--- src/rtl/spi_flash_responder_pkg.sv ---
// Shared types and defaults for the SPI flash responder.
// Bit order is chosen in the top by SPI_RESPONDER_MSB_FIRST_EN (LSB first when undefined).
package spi_pkg;

  localparam int DATA_WIDTH = 8;
  localparam logic [DATA_WIDTH-1:0] IDLE_FILL = '1;
  localparam int CNT_WIDTH = $clog2(DATA_WIDTH);

  typedef enum logic {
    IDLE,
    ACTIVE
  } spi_state_t;

endpackage

--- src/rtl/spi_flash_responder_if.sv ---
// Pin and local-side bundle for the SPI flash responder.
// The master modport is the controller plus the local logic; the slave modport is the responder.
interface spi_flash_responder_if #(
  parameter int DATA_WIDTH = spi_pkg::DATA_WIDTH
);

  logic                  sck;
  logic                  cs_n;
  logic                  mosi;
  logic                  miso;
  logic                  miso_oe;
  logic [DATA_WIDTH-1:0] tx_data;
  logic                  tx_valid;
  logic                  tx_ready;
  logic [DATA_WIDTH-1:0] rx_data;
  logic                  rx_valid;
  logic                  tx_underrun;

  modport master (
    output sck, cs_n, mosi, tx_data, tx_valid,
    input  miso, miso_oe, tx_ready, rx_data, rx_valid, tx_underrun
  );

  modport slave (
    input  sck, cs_n, mosi, tx_data, tx_valid,
    output miso, miso_oe, tx_ready, rx_data, rx_valid, tx_underrun
  );

endinterface

--- src/rtl/spi_flash_responder_sync_edge.sv ---
// Two-flop synchronizer with a third flop for edge detection.
// RESET_VALUE is the idle level of the input, so reset never produces a false edge.
module spi_sync_edge #(
  parameter logic RESET_VALUE = 1'b0
) (
  input  logic clk,
  input  logic reset_n,
  input  logic d,
  output logic level,
  output logic rise,
  output logic fall
);

  logic [2:0] sync;

  always_ff @(posedge clk or negedge reset_n) begin
    if (!reset_n) begin
      sync <= {3{RESET_VALUE}};
    end else begin
      sync <= {sync[1:0], d};
    end
  end

  assign level = sync[1];
  assign rise  = sync[1] & ~sync[2];
  assign fall  = ~sync[1] & sync[2];

endmodule

--- src/rtl/spi_flash_responder.sv ---
// SPI mode-0 responder with an rx strobe and a one-entry tx holding register.
// Define SPI_RESPONDER_MSB_FIRST_EN to shift MSB first; the default build shifts LSB first.
module spi_flash_responder #(
  parameter int                            DATA_WIDTH = spi_pkg::DATA_WIDTH,
  parameter logic [spi_pkg::DATA_WIDTH-1:0] IDLE_FILL = spi_pkg::IDLE_FILL
) (
  input  logic                  clk,
  input  logic                  reset_n,
  spi_flash_responder_if.slave  bus
);

  import spi_pkg::*;

  localparam logic [CNT_WIDTH-1:0] LAST_BIT = CNT_WIDTH'(DATA_WIDTH - 1);
`ifdef SPI_RESPONDER_MSB_FIRST_EN
  localparam int FIRST_BIT = DATA_WIDTH - 1;
`else
  localparam int FIRST_BIT = 0;
`endif

  spi_state_t            state;
  logic [CNT_WIDTH-1:0]  bit_cnt;
  logic [CNT_WIDTH-1:0]  idx;
  logic [DATA_WIDTH-1:0] rx_shift;
  logic [DATA_WIDTH-1:0] rx_next;
  logic [DATA_WIDTH-1:0] rx_data;
  logic                  rx_valid;
  logic [DATA_WIDTH-1:0] tx_word;
  logic [DATA_WIDTH-1:0] hold_reg;
  logic                  hold_full;
  logic [DATA_WIDTH-1:0] next_word;
  logic                  miso;
  logic                  miso_oe;
  logic                  tx_underrun;
  logic                  word_start;

  logic sck_level, sck_rise, sck_fall;
  logic cs_level, cs_rise, cs_fall;
  logic [1:0] mosi_sync;
  logic unused_levels;

  spi_sync_edge #(.RESET_VALUE(1'b0)) u_sck_sync (
    .clk     (clk),
    .reset_n (reset_n),
    .d       (bus.sck),
    .level   (sck_level),
    .rise    (sck_rise),
    .fall    (sck_fall)
  );

  spi_sync_edge #(.RESET_VALUE(1'b1)) u_cs_sync (
    .clk     (clk),
    .reset_n (reset_n),
    .d       (bus.cs_n),
    .level   (cs_level),
    .rise    (cs_rise),
    .fall    (cs_fall)
  );

  // Only the edges drive the state machine; the levels are kept for observability.
  assign unused_levels = sck_level ^ cs_level;

  always_ff @(posedge clk or negedge reset_n) begin
    if (!reset_n) begin
      mosi_sync <= '0;
    end else begin
      mosi_sync <= {mosi_sync[0], bus.mosi};
    end
  end

`ifdef SPI_RESPONDER_MSB_FIRST_EN
  assign idx = LAST_BIT - bit_cnt;
`else
  assign idx = bit_cnt;
`endif

  always_comb begin
    rx_next      = rx_shift;
    rx_next[idx] = mosi_sync[1];
  end

  // A word offered in the same cycle as a word start bypasses the holding register.
  always_comb begin
    next_word = IDLE_FILL;
    if (hold_full) begin
      next_word = hold_reg;
    end else if (bus.tx_valid) begin
      next_word = bus.tx_data;
    end
  end

  assign word_start = ((state == IDLE) && cs_fall) ||
                      ((state == ACTIVE) && !cs_rise && sck_rise && (bit_cnt == LAST_BIT));

  always_ff @(posedge clk or negedge reset_n) begin
    if (!reset_n) begin
      state       <= IDLE;
      bit_cnt     <= '0;
      rx_shift    <= '0;
      rx_data     <= '0;
      rx_valid    <= 1'b0;
      tx_word     <= '0;
      hold_reg    <= '0;
      hold_full   <= 1'b0;
      miso        <= 1'b1;
      miso_oe     <= 1'b0;
      tx_underrun <= 1'b0;
    end else begin
      rx_valid    <= 1'b0;
      tx_underrun <= 1'b0;

      if (word_start) begin
        tx_word     <= next_word;
        hold_full   <= 1'b0;
        tx_underrun <= !hold_full && !bus.tx_valid;
      end else if (bus.tx_valid && !hold_full) begin
        hold_reg  <= bus.tx_data;
        hold_full <= 1'b1;
      end

      case (state)
        IDLE: begin
          if (cs_fall) begin
            state   <= ACTIVE;
            bit_cnt <= '0;
            miso    <= next_word[FIRST_BIT];
            miso_oe <= 1'b1;
          end
        end
        ACTIVE: begin
          // Deselect wins over any sck edge and drops a partial word.
          if (cs_rise) begin
            state   <= IDLE;
            bit_cnt <= '0;
            miso    <= 1'b1;
            miso_oe <= 1'b0;
          end else if (sck_rise) begin
            if (bit_cnt == LAST_BIT) begin
              rx_data  <= rx_next;
              rx_valid <= 1'b1;
              bit_cnt  <= '0;
            end else begin
              rx_shift <= rx_next;
              bit_cnt  <= bit_cnt + 1'b1;
            end
          end else if (sck_fall) begin
            miso <= tx_word[idx];
          end
        end
        default: state <= IDLE;
      endcase
    end
  end

  assign bus.miso        = miso;
  assign bus.miso_oe     = miso_oe;
  assign bus.tx_ready    = !hold_full;
  assign bus.rx_data     = rx_data;
  assign bus.rx_valid    = rx_valid;
  assign bus.tx_underrun = tx_underrun;

endmodule

--- src/flat_wrapper.sv ---
// flat-port wrapper written by rule: the top's interface ports become plain ports
module spi_flash_responder_flat import spi_pkg::*;
#(
  parameter int                            DATA_WIDTH = spi_pkg::DATA_WIDTH,
  parameter logic [spi_pkg::DATA_WIDTH-1:0] IDLE_FILL = spi_pkg::IDLE_FILL
)
  (clk, reset_n, bus_sck, bus_cs_n, bus_mosi, bus_tx_data, bus_tx_valid, bus_miso, bus_miso_oe, bus_tx_ready, bus_rx_data, bus_rx_valid, bus_tx_underrun);
  spi_flash_responder_if #(.DATA_WIDTH(DATA_WIDTH)) bus_i ();
  input  logic clk;
  input  logic reset_n;
  input wire logic [$bits(bus_i.sck)-1:0] bus_sck;
  input wire logic [$bits(bus_i.cs_n)-1:0] bus_cs_n;
  input wire logic [$bits(bus_i.mosi)-1:0] bus_mosi;
  input wire logic [$bits(bus_i.tx_data)-1:0] bus_tx_data;
  input wire logic [$bits(bus_i.tx_valid)-1:0] bus_tx_valid;
  output wire logic [$bits(bus_i.miso)-1:0] bus_miso;
  output wire logic [$bits(bus_i.miso_oe)-1:0] bus_miso_oe;
  output wire logic [$bits(bus_i.tx_ready)-1:0] bus_tx_ready;
  output wire logic [$bits(bus_i.rx_data)-1:0] bus_rx_data;
  output wire logic [$bits(bus_i.rx_valid)-1:0] bus_rx_valid;
  output wire logic [$bits(bus_i.tx_underrun)-1:0] bus_tx_underrun;
  assign bus_i.sck = bus_sck;
  assign bus_i.cs_n = bus_cs_n;
  assign bus_i.mosi = bus_mosi;
  assign bus_i.tx_data = bus_tx_data;
  assign bus_i.tx_valid = bus_tx_valid;
  assign bus_miso = bus_i.miso;
  assign bus_miso_oe = bus_i.miso_oe;
  assign bus_tx_ready = bus_i.tx_ready;
  assign bus_rx_data = bus_i.rx_data;
  assign bus_rx_valid = bus_i.rx_valid;
  assign bus_tx_underrun = bus_i.tx_underrun;
  spi_flash_responder #(.DATA_WIDTH(DATA_WIDTH), .IDLE_FILL(IDLE_FILL)) u_core (.clk(clk), .reset_n(reset_n), .bus(bus_i));
endmodule
--- config.mk ---
export PLATFORM = sky130hd
export DESIGN_NAME = spi_flash_responder_flat
export DESIGN_NICKNAME = d
export VERILOG_FILES = /design/src/rtl/spi_flash_responder_pkg.sv /design/src/rtl/spi_flash_responder_if.sv /design/src/rtl/spi_flash_responder_sync_edge.sv /design/src/rtl/spi_flash_responder.sv /design/src/flat_wrapper.sv
export SDC_FILE = /design/constraint.sdc
export NUM_CORES = 1
export LEC_CHECK = 0
export BUFFER_PORTS_ARGS = -buffer_cell sky130_fd_sc_hd__buf_2
export CAP_MARGIN = 20
export CORE_AREA = 10 10 75 77
export CTS_CLUSTER_DIAMETER = 60
export DETAILED_ROUTE_END_ITERATION = 10
export DIE_AREA = 0 0 85 87
export GPL_TIMING_DRIVEN = 0
export PLACE_DENSITY = 0.73
export SLEW_MARGIN = 40
export SYNTH_ARGS = -nofsm -noshare
export SYNTH_HDL_FRONTEND = slang
export SYNTH_SLANG_ARGS = --single-unit
export TNS_END_PERCENT = 20
--- constraint.sdc ---
create_clock -name clk -period 2.3 [get_ports clk]
set_input_delay 0.23 -clock clk [delete_from_list [all_inputs] [get_ports clk]]
set_output_delay 0.23 -clock clk [all_outputs]
set_load 0.02 [all_outputs]
==> flow_summary.ini <==
[yosys]
dominantRegCellSynth = dfrtp_1
synth_area_leaders = dfrtp_1, mux2_4, mux2i_1
syn-num-nets = 208
avgSynthCellArea_um2 = 11.5
ys_async_sr_fraction_pct = 100
synth_common_cells = dfrtp_1, nand2_1, o21ai_0
ys_types = 35
yosysMostFrequentCell = dfrtp_1
syn_inst = 191
synth.ff_latch_count = 49
seq_area_frac_synth_pct = 55.9
synth_top_area_share_pct = 51.1
yosysWarnings = 0
synth_top_cell_by_area = dfrtp_1
syn-cell-area_mm2 = 0.00220
synth_edf_count = 0

[power_and_ir_drop]
internal_power_uw = 1390
share_comb_of_total_power_pct = 18.5
peakVddDrop_v = 0.000407
pwr-share-seq_pct = 55.8
switching_share_pct = 27.3
powerDensity_mw_per_mm2 = 761
switchingPower_uw = 521
clkPwrFrac_pct = 25.7
p_leak_uw = 0.00119

[place]
placed_area_mm2 = 0.00240
io_buffers = 26
place_inst = 269
hpwlAfterDp_mm = 2.93
routabilityCongestion = 0.791

[sta]
clock.fmax_mhz = 497
relSlewSlack_pct = 59.8
fin_tns_setup_ps = 0
fin_skew_ps = 4.16
grt_setup_unrepaired = false
report.final.hold_viol_count = 0
finalSetupViolations = 0
worst_slew_pin_slew_ps = 604
post-route-period-util_pct = 87.4
maxSlewViolCount = 0
min_period_ps = 2010
whs_ps = 29.4

[min_path]
hp-start = bus_sck
hp-class = input port to register

[detailed_routing]
drtAntennaViolNets = 0
drt_wl_total_mm = 4.11
dr.pass1.iters = 4
drt_iter0_markers = 96
post_drt_wl_per_cell_um = 14.7
vias = 1481
avgViaCountPerCell = 5.31
drc = 0

[final_layout]
fillers = 365
utilization_pct = 59.1
drive_above_1_share_pct = 25.6
instances_no_fill = 279
final_area_mm2 = 0.00250
antenna_cells = 0
multi_input_area_um2 = 890
syn_to_final_growth_pct = 13.7
nets = 243
seq_area_mm2 = 0.00123

[critical_path]
cp.required_ps = 2490
startpoint = u_core.bit_cnt[1]
critical_path.endpoint_type = register
cp-start-kind = register
r2r-start = u_core.bit_cnt[1]
crit_type = register to register
cp.arrival_ps = 2200
cp_max_fo = 10

[clock_tree]
cts_tree = built
cts_root_buf = clkbuf_8
cts_setup_buffers = 0
cts_buffers = 5
clk_pin_slew_ps = 90
clkLatencyLatePin_ps = 300
cts_resized = 0
numClockSinks = 49
ctsHoldBuffers = 1
clk_path_buf_depth = 2
h-tree-depth = 2

[die]
die_w_um = 85
start_util_pct = 52.0
ios = 27
coreArea_mm2 = 0.00423
rows = 24
die_area_mm2 = 0.00740
die_h_um = 87

[global_route]
antenna_found_initial = 0
gr-total-overflow = 0
grt_pass1_wl_mm = 7.17
grt_pass1_vias = 1596
grt_max_degree = 50
gr-usage-all-layers_pct = 11.8

[run_status]
status = complete, no violations

[run]
cap_violations = 0
## placed cells by master, fill, tap and decap left out, drive strengths merged, types with 2 or more instances in the layout
master,netlist,routed
dfstp,4,4
ha,3,3
o21a,2,2
and3,2,2
mux2,16,16
a21oi,7,7
nand2,21,21
nor2,11,11
o21ai,18,18
nand3b,2,2
nor3,3,3
clkbuf,7,14
dfrtp,45,45
nand3,2,2
nand4,3,3
mux2i,11,11
inv,5,5
o22ai,7,7
dlygate4sd3,0,2
nand2b,4,4
a22o,3,3
buf,4,30
## worst paths after layout
check / end / slack [ps] / depth (start not counted)
min: u_core.u_sck_sync.sync[0] / 30 / 1
max in group asynchronous: u_core.bit_cnt[2] / 1420 / 2
min in group asynchronous: u_core.bus.rx_data[7] / 480 / 2
max: u_core.hold_reg[5] / 290 / 6
min reg2reg: u_core.mosi_sync[1] / 350 / 0
max reg2reg: u_core.hold_reg[5] / 290 / 6
## logic make-up (layout without fill, tap and decap cells)
family | Yosys count | count (layout) | synth area share, %
compound gates | 42 | 42 | 12.3
fa+ha+maj | 3 | 3 | 1.70
buf+inv | 17 | 53 | 3.69
flops | 49 | 49 | 55.9
mux | 27 | 27 | 14.5
simple gates | 53 | 53 | 11.8
## critical path, cell delays in order, from the launching register on
cell	delay [ps]
dfrtp_1	450
ha_1	230
ha_1	260
a41oi_4	280
and3_1	220
buf_6	160
mux2_4	300
## power by group through the flow
| stage | registers, uW | logic [uW] | clock network (uW) |
|---|---|---|---|
| detailed placement | 1080 | 353 | 0 |
| floorplan | 1070 | 258 | 0 |
| finish | 1060 | 353 | 490 |
| global route | 1080 | 397 | 545 |
| CTS | 1060 | 357 | 509 |
| global placement | 1070 | 344 | 0 |
## through the flow
| stage | setup WS, ps | power (uW) |
|---|---|---|
| 3_5_place_dp | 296 | 1430 |
| 6_report | 290 | 1910 |
| 4_1_cts | 283 | 1930 |
| 2_1_floorplan | 485 | 1330 |
| 3_3_place_gp | 318 | 1420 |
| 5_1_grt | 175 | 2020 |
## layout make-up
type / instances / share of cell area, %
Inverter: 6 / 0.900
Clock buffer: 7 / 3.05
Timing Repair Buffer: 28 / 6.10
Clock inverter: 1 / 0.300
Multi-Input combinational cell: 125 / 35.5
Sequential cell: 49 / 49.2
Tap cell: 52 / 2.60
Buffer: 11 / 2.35
## routing by layer
metal,track usage (%),wire (um),vias to the layer above
met5,0,0,-
met4,4.04,42,0
met3,4.68,217,5
met2,20.3,1990,23
met1,12.8,1860,712
li1,-,-,741
Power figures use the tool's default switching activity.
